===== src/rtl/cpu_sequencer.sv =====
// cpu_sequencer: multi-cycle FETCH/DECODE/EXEC/MEM/WB control with a shared memory port.
// Optional CPU_SEQ_PERF_EN adds busy-cycle and retire counters.
module cpu_sequencer #(
   parameter int MEM_TIMEOUT = 15,
   parameter int CNT_W       = 32
) (
   input  logic             clk,
   input  logic             reset_n,
   input  logic             start,
   input  logic             halt_req,
   input  logic [3:0]       opcode,
   input  logic             Eq,
   input  logic             mem_ready,
   output logic             mem_req,
   output logic             mem_we,
   output logic             addr_sel,
   output logic             ir_en,
   output logic             rf_we,
   output logic             pc_en,
   output logic [1:0]       pc_src,
   output logic             instr_done,
   output logic             busy,
`ifdef CPU_SEQ_PERF_EN
   output logic [CNT_W-1:0] cyc_cnt,
   output logic [CNT_W-1:0] ret_cnt,
`endif
   output logic             fault
);
   typedef enum logic [2:0] {IDLE, FETCH, DECODE, EXEC, MEM, WB, FAULT} state_t;
   state_t     state_q, state_d;
   logic [3:0] op_q, op_d;
   logic [7:0] wait_q, wait_d;
   logic       limit;

   assign busy  = state_q != IDLE && state_q != FAULT;
   assign fault = state_q == FAULT;
   assign limit = wait_q == 8'(MEM_TIMEOUT);

   always_comb begin
      state_d    = state_q;
      op_d       = op_q;
      wait_d     = wait_q;
      mem_req    = 1'b0;
      mem_we     = 1'b0;
      addr_sel   = 1'b0;
      ir_en      = 1'b0;
      rf_we      = 1'b0;
      pc_en      = 1'b0;
      pc_src     = 2'b00;
      instr_done = 1'b0;
      case (state_q)
         IDLE:   state_d = start ? FETCH : IDLE;
         FETCH: begin
            mem_req = 1'b1;
            ir_en   = mem_ready;
            state_d = mem_ready ? DECODE : limit ? FAULT : FETCH;
            wait_d  = mem_ready ? 8'd0 : wait_q + 8'd1;
         end
         DECODE: begin
            op_d    = opcode;
            state_d = EXEC;
         end
         EXEC: begin
            pc_en      = op_q == 4'h7 || op_q == 4'h8 || op_q == 4'h9;
            instr_done = pc_en;
            // beq takes the branch on Eq, bne on ~Eq
            pc_src     = op_q == 4'h7 ? 2'b01 :
                         (pc_en && ((op_q == 4'h8) == Eq)) ? 2'b10 : 2'b00;
            state_d    = op_q >= 4'hE ? MEM : WB;
         end
         MEM: begin
            mem_req    = 1'b1;
            addr_sel   = 1'b1;
            mem_we     = op_q == 4'hF;
            pc_en      = mem_ready && mem_we;
            instr_done = pc_en;
            state_d    = mem_ready ? WB : limit ? FAULT : MEM;
            wait_d     = mem_ready ? 8'd0 : wait_q + 8'd1;
         end
         WB: begin
            rf_we      = 1'b1;
            pc_en      = 1'b1;
            instr_done = 1'b1;
         end
         default: state_d = FAULT;
      endcase
      if (instr_done) state_d = halt_req ? IDLE : FETCH;
   end

   always_ff @(posedge clk) begin
      if (!reset_n) begin
         state_q <= IDLE;
         op_q    <= 4'h0;
         wait_q  <= 8'd0;
      end else begin
         state_q <= state_d;
         op_q    <= op_d;
         wait_q  <= wait_d;
      end
   end

`ifdef CPU_SEQ_PERF_EN
   logic [CNT_W-1:0] cyc_cnt_q, cyc_cnt_d, ret_cnt_q, ret_cnt_d;

   assign cyc_cnt = cyc_cnt_q;
   assign ret_cnt = ret_cnt_q;

   always_comb begin
      cyc_cnt_d = cyc_cnt_q + CNT_W'(busy);
      ret_cnt_d = ret_cnt_q + CNT_W'(instr_done);
   end

   always_ff @(posedge clk) begin
      if (!reset_n) begin
         cyc_cnt_q <= '0;
         ret_cnt_q <= '0;
      end else begin
         cyc_cnt_q <= cyc_cnt_d;
         ret_cnt_q <= ret_cnt_d;
      end
   end
`endif
endmodule


===== config.mk =====
export PLATFORM = sky130hd
export DESIGN_NAME = cpu_sequencer
export DESIGN_NICKNAME = d
export VERILOG_FILES = /design/src/rtl/cpu_sequencer.sv
export SDC_FILE = /design/constraint.sdc
export NUM_CORES = 1
export LEC_CHECK = 0
export CAP_MARGIN = 5
export CORE_AREA = 4 4 51 53
export CTS_CLUSTER_SIZE = 40
export DETAILED_ROUTE_END_ITERATION = 7
export DIE_AREA = 0 0 55 57
export MAX_ROUTING_LAYER = met4
export PLACE_DENSITY_LB_ADDON = 0.05
export SETUP_SLACK_MARGIN = 0.15
export SLEW_MARGIN = 20
export SYNTH_ARGS = -nofsm -noshare
export SYNTH_HDL_FRONTEND = slang
export SYNTH_SLANG_ARGS = --single-unit

===== constraint.sdc =====
create_clock -name clk -period 1.85 [get_ports clk]
set_clock_uncertainty 0.2 [all_clocks]
set_input_delay 0.37 -clock clk [delete_from_list [all_inputs] [get_ports clk]]
set_output_delay 0.37 -clock clk [all_outputs]
set_load 0.05 [all_outputs]

Word-level counts from Yosys, hierarchy flattened

Index checks and enable logic that the tools add are counted.
Widths: inputs -> output; s select.

Flip-flop bits (word level): 15
Output and inout port bits: 11

Add/sub/neg operators: 1
$lt $le $gt $ge: 1
Equal/unequal tests: 14
Muxes and demuxes: 19
Reduce and logical (&&, ||, !) cells: 8

Operator list:

| kind                | count |
|---|---|
| $pmux 3 s6          | 1 |
| $eq 4x4->1 const B  | 3 |
| $mux 2              | 5 |
| $eq 3x3->1 const B  | 3 |
| $mux 3              | 3 |
| $add 8x1->8 const B | 1 |
| $eq 8x4->1 const B  | 1 |
| $mux 1              | 8 |
| $mux 8              | 1 |
| $eq 3x2->1 const B  | 2 |
| $eq 4x3->1 const B  | 1 |
| $ge 4x4->1 const B  | 1 |
| $eq 3x1->1 const B  | 1 |
| $logic_and 1x1->1   | 3 |
| $logic_not 3->1     | 1 |
| $ne 3x3->1 const B  | 1 |
| $pmux 1 s3          | 1 |
| $reduce_bool 3->1   | 1 |
| $logic_or 1x1->1    | 2 |
| $ne 2x2->1 const B  | 1 |
| $reduce_or 2->1     | 1 |
| $eq 1x1->1          | 1 |

Logic depth before layout (Yosys ltp)

Word-level depth: 7
Depth in mapped cells: 5

Least setup slack after synthesis

Ideal clock, no wire load.

Path type: reg-to-output
Start: register state_q[2]
End: output port pc_en
Data arrival time: 2.195 ns
Data required time: 1.280 ns
Setup slack: -0.915 ns
Cell stages (with the launch flop): 6
Cells stage by stage: dfxtp_1 buf_6 nor3b_4 a31oi_1 o211ai_2 buf_4

Cells in the longest elaborated chain, start to end: 2
Elaborated cells between the ends (all ways): 4
Classes of those cells: eq/ne: 3; mux: 1

Ends and longest elaborated chain:

| item                                            | line | text |
|---|---|---|
| start, declared                                 | 30   | `state_t state_q, state_d;` |
| start signal, assigned                          | 96   | `state_q <= state_d;` |
| $eq 3x3->1 / $eq 3x2->1 (equally long branches) | -    |  |
| $pmux 1 s3 (*)                                  | -    |  |
| end, declared                                   | 19   | `output logic pc_en,` |

Every way passes the cells marked *; elsewhere a longest branch is shown, timed or not.

Worst setup path in the final report

Start: register state_q[2]
End: output port pc_en

Cells in the longest elaborated chain, start to end: 2
Elaborated cells between the ends (all ways): 4
Classes of those cells: eq/ne: 3; mux: 1

Ends and longest elaborated chain:

| item                                            | line | text |
|---|---|---|
| $eq 3x3->1 / $eq 3x2->1 (equally long branches) | 51   | `case (state_q)` |
| $pmux 1 s3 (*)                                  | 51   |  |

Marked as above.

==> impl_metrics.prom <==
# TYPE chip_impl_metric gauge
chip_impl_metric{name="placementRows",unit=""} 17
chip_impl_metric{name="syn_to_final_growth",unit="%"} 78.63
chip_impl_metric{name="max_slew_margin",unit="%"} 72.27
chip_impl_metric{name="vias",unit=""} 927
chip_impl_metric{name="numPortBuffers",unit=""} 20
chip_impl_metric{name="final_hold_viol_count",unit=""} 0
chip_impl_metric{name="cts-buffers-inserted",unit=""} 3
chip_impl_metric{name="worst-slew-pin-transition",unit="ns"} 0.4147
chip_impl_metric{name="cts_max_path_buffers",unit=""} 2
chip_impl_metric{name="synth-seq-cells",unit=""} 15
chip_impl_info{name="worstReg2RegStart",value="state_q[2]"} 1
chip_impl_metric{name="clockPowerShare",unit="%"} 22.4
chip_impl_metric{name="route.detailed.wl_per_inst",unit="um"} 13.92
chip_impl_metric{name="worstPathArrival",unit="ns"} 1.66
chip_impl_metric{name="overflow",unit=""} 0
chip_impl_info{name="start_kind",value="flop"} 1
chip_impl_info{name="failed_checks",value="negative setup slack"} 1
chip_impl_metric{name="syn-num-nets",unit=""} 115
chip_impl_metric{name="replace_congestion",unit=""} 0.7785
chip_impl_metric{name="core_area",unit="sq um"} 2148
chip_impl_info{name="clock_tree_from_tritoncts",value="built"} 1
chip_impl_metric{name="cts.htree.levels",unit=""} 1
chip_impl_metric{name="detail_route.first_pass.iterations",unit=""} 4
chip_impl_metric{name="antenna_found_initial",unit=""} 0
chip_impl_info{name="holdCritPathClass",value="reg -> reg"} 1
chip_impl_metric{name="wire_length_of_the_first_global_routing_pass",unit="um"} 3767
chip_impl_metric{name="maxCapViolations",unit=""} 0
chip_impl_metric{name="groute.usage.overall",unit="%"} 16.43
chip_impl_metric{name="yosys_warnings",unit=""} 0
chip_impl_metric{name="die_boundary_width",unit="um"} 55
chip_impl_metric{name="clk_latency",unit="ns"} 0.28
chip_impl_info{name="hold_start",value="wait_q[1]"} 1
chip_impl_metric{name="async_flop_share",unit="%"} 0
chip_impl_metric{name="vias_in_the_first_global_route",unit=""} 902
chip_impl_metric{name="instances_no_fill",unit=""} 175
chip_impl_metric{name="placement.cell_area",unit="sq um"} 1423
chip_impl_metric{name="synth-edff-count",unit=""} 0
chip_impl_metric{name="synth_cell_types",unit=""} 37
chip_impl_metric{name="nFillCells",unit=""} 141
chip_impl_metric{name="power.net_switching",unit="uW"} 253.4
chip_impl_metric{name="antenna_cells_inserted",unit=""} 0
chip_impl_metric{name="remaining_drc_errors",unit=""} 0
chip_impl_metric{name="antenna_left",unit=""} 0
chip_impl_metric{name="clock.fmax",unit="GHz"} 0.4481
chip_impl_metric{name="hpwlAfterDp",unit="um"} 1783
chip_impl_metric{name="cp_max_fo",unit=""} 3
chip_impl_metric{name="drtIter0Drc",unit=""} 24
chip_impl_metric{name="dpl_worst_slack",unit="ns"} -0.2111
chip_impl_metric{name="timing.critical_path.required",unit="ns"} 1.28
chip_impl_metric{name="grt_start_max_net_pins",unit=""} 17
chip_impl_metric{name="seq_area",unit="sq um"} 315.3
chip_impl_metric{name="postSynthAreaPerCell",unit="sq um"} 8.951
chip_impl_info{name="rsz0062_at_grt",value="true"} 1
chip_impl_metric{name="sum_of_routed_wire_length_over_all_layers",unit="um"} 2436
chip_impl_metric{name="placed_insts",unit=""} 167
chip_impl_metric{name="irDropWorstVdd",unit="uV"} 513.5
chip_impl_metric{name="multi_input_area",unit="sq um"} 759.5
chip_impl_metric{name="power.switching_fraction",unit="%"} 31.01
chip_impl_info{name="clock_tree.root_cell",value="sky130_fd_sc_hd__clkbuf_4"} 1
chip_impl_metric{name="die_area",unit="sq um"} 3135
chip_impl_metric{name="die_h",unit="um"} 57
chip_impl_metric{name="total_leakage_power",unit="uW"} 0.0005570
chip_impl_metric{name="synth.cell_area",unit="sq um"} 930.9
chip_impl_metric{name="synthesis.instances",unit=""} 104
chip_impl_metric{name="setup_viol",unit=""} 7
chip_impl_info{name="endpoint_kind",value="primary output"} 1
chip_impl_metric{name="worst_setup_hold_path_clk_slew",unit="ns"} 0.08
chip_impl_metric{name="maxSlewViolCount",unit=""} 0
chip_impl_metric{name="post_route_cells_drive_above_1_share",unit="%"} 47.62
chip_impl_metric{name="final_min_period_over_clock_period",unit="%"} 120.6
chip_impl_metric{name="clock_sinks",unit=""} 15
chip_impl_metric{name="power-per-cell-area",unit="nW/um^2"} 491.5
chip_impl_info{name="timing_worst_setup_path_type",value="reg -> out"} 1
chip_impl_metric{name="routed_via_density",unit=""} 5.297
chip_impl_metric{name="initial_utilization",unit="%"} 43.33
chip_impl_metric{name="stdcell_area",unit="sq um"} 1663
chip_impl_metric{name="layout.nets",unit=""} 159
chip_impl_metric{name="final.setup.worst_slack",unit="ns"} -0.3816
chip_impl_metric{name="io_pins",unit=""} 21
chip_impl_metric{name="p_comb_share",unit="%"} 35.3
chip_impl_metric{name="layout_min_cycle_time",unit="ns"} 2.232
chip_impl_info{name="worstSetupStartpoint",value="state_q[2]"} 1
chip_impl_info{name="result_of_the_run",value="finished with violations"} 1
chip_impl_info{name="synth_flop_cell",value="sky130_fd_sc_hd__dfxtp_1"} 1
chip_impl_metric{name="power_frac_seq",unit="%"} 42.3
chip_impl_metric{name="fraction_of_the_yosys_area_taken_by_sequential_cells",unit="%"} 32.26
chip_impl_metric{name="power_report.internal_total",unit="uW"} 563.8
[metal layers]
metal	part of all wire, %	global-route usage, %	up-vias
met5	0	-	-
met4	1.0	6.250	0
met3	3.8	1.828	6
met2	57	29.39	18
met1	38	17.80	446
li1	-	-	457
[repair_timing]
| item | 4_1_cts | 5_1_grt |
|---|---|---|
| hold buffers | 0 | 0 |
| setup buffers | 3 | 1 |
| setup endpoints to repair | 22 | 25 |
| pin swaps | 4 | 7 |
| gates resized for setup | 13 | 27 |
[sequential cells by signal (all words and copies together) (netlist names)]
register and flops:
wait_q 8, state_q 3, op_q 4
[layout by cell type, fill, tap and decap left out, types with 5 or more instances in the layout]
cell                              count
sky130_fd_sc_hd__xnor2_1              7
sky130_fd_sc_hd__nor2b_1              6
sky130_fd_sc_hd__buf_4               18
sky130_fd_sc_hd__nor2_1               7
sky130_fd_sc_hd__buf_12              10
sky130_fd_sc_hd__o21ai_0              6
sky130_fd_sc_hd__clkdlybuf4s50_1      9
sky130_fd_sc_hd__dfxtp_1              9
sky130_fd_sc_hd__nand2_1              5
[worst paths after layout]
path	end	slack [ns]	cells after the start
worst max-delay path	pc_en	-0.38	4
worst min-delay path	wait_q[1]	0.32	2
worst max register to register	state_q[0]	0.05	6
worst min register to register	wait_q[1]	0.32	2
[cell type report]
| type | instances | share of cell area [%] |
|---|---|---|
| clock buffers | 4 | 1.580 |
| inverters | 3 | 0.6772 |
| multi-input cells | 81 | 45.67 |
| flip-flops and latches | 15 | 18.96 |
| well taps | 28 | 2.107 |
| repair buffers | 44 | 31.00 |
[Yosys cell counts, drive strengths merged (3+ instances only)]
| library cell | number | share of area, % |
|---|---|---|
| dfxtp | 15 | 32 |
| nor2 | 12 | 5.1 |
| xnor2 | 9 | 9.3 |
| nor2b | 6 | 4.0 |
| o21ai | 6 | 3.2 |
| nand2 | 5 | 2.0 |
| nand3 | 5 | 2.7 |
| buf | 4 | 4.0 |
| mux2i | 4 | 4.3 |
| nor4 | 4 | 3.4 |
| inv | 3 | 1.2 |
| nand4 | 3 | 2.0 |
| nor3 | 3 | 1.6 |
| nor3b | 3 | 3.6 |
| o211ai | 3 | 3.5 |
[metrics by stage]
step | utilization, % | TNS (ns) | hold slack (ns) | total power (uW)
2_1_floorplan | - | -2.206 | 0.2727 | 478.9
3_3_place_gp | 66.22 | -0.9699 | 0.3008 | 586.3
3_5_place_dp | 66.22 | -1.204 | 0.3108 | 589.0
4_1_cts | 71.52 | -1.935 | 0.3250 | 802.4
5_1_grt | 77.40 | -2.089 | 0.3686 | 860.0
6_report | 77.40 | -1.536 | 0.3239 | 817.2
[worst max-delay path: stages (launching register included)]
cell,delay (ns)
sky130_fd_sc_hd__dfxtp_2,0.32
sky130_fd_sc_hd__nand3b_1,0.18
sky130_fd_sc_hd__or4b_4,0.55
sky130_fd_sc_hd__o211ai_4,0.15
sky130_fd_sc_hd__buf_12,0.17
[power by group through the flow]
stage	logic, uW	registers [uW]	clock network (uW)
5_1_grt	305	348	208
4_1_cts	259	345	198
3_3_place_gp	235	351	0
2_1_floorplan	128	351	0
6_report	289	346	183
3_5_place_dp	237	352	0
[cells by family (layout without fill, tap and decap cells)]
| family | count (synthesis) | count (layout) | share of synthesized area, % |
|---|---|---|---|
| simple gates | 50 | 50 | 33.47 |
| compound gates | 17 | 17 | 13.71 |
| flops | 15 | 15 | 32.26 |
| xor+xnor | 9 | 9 | 9.275 |
| buf+inv | 8 | 51 | 5.644 |
| mux | 4 | 4 | 4.301 |
| fa+ha+maj | 1 | 1 | 1.344 |
Power figures use the tool's default switching activity.
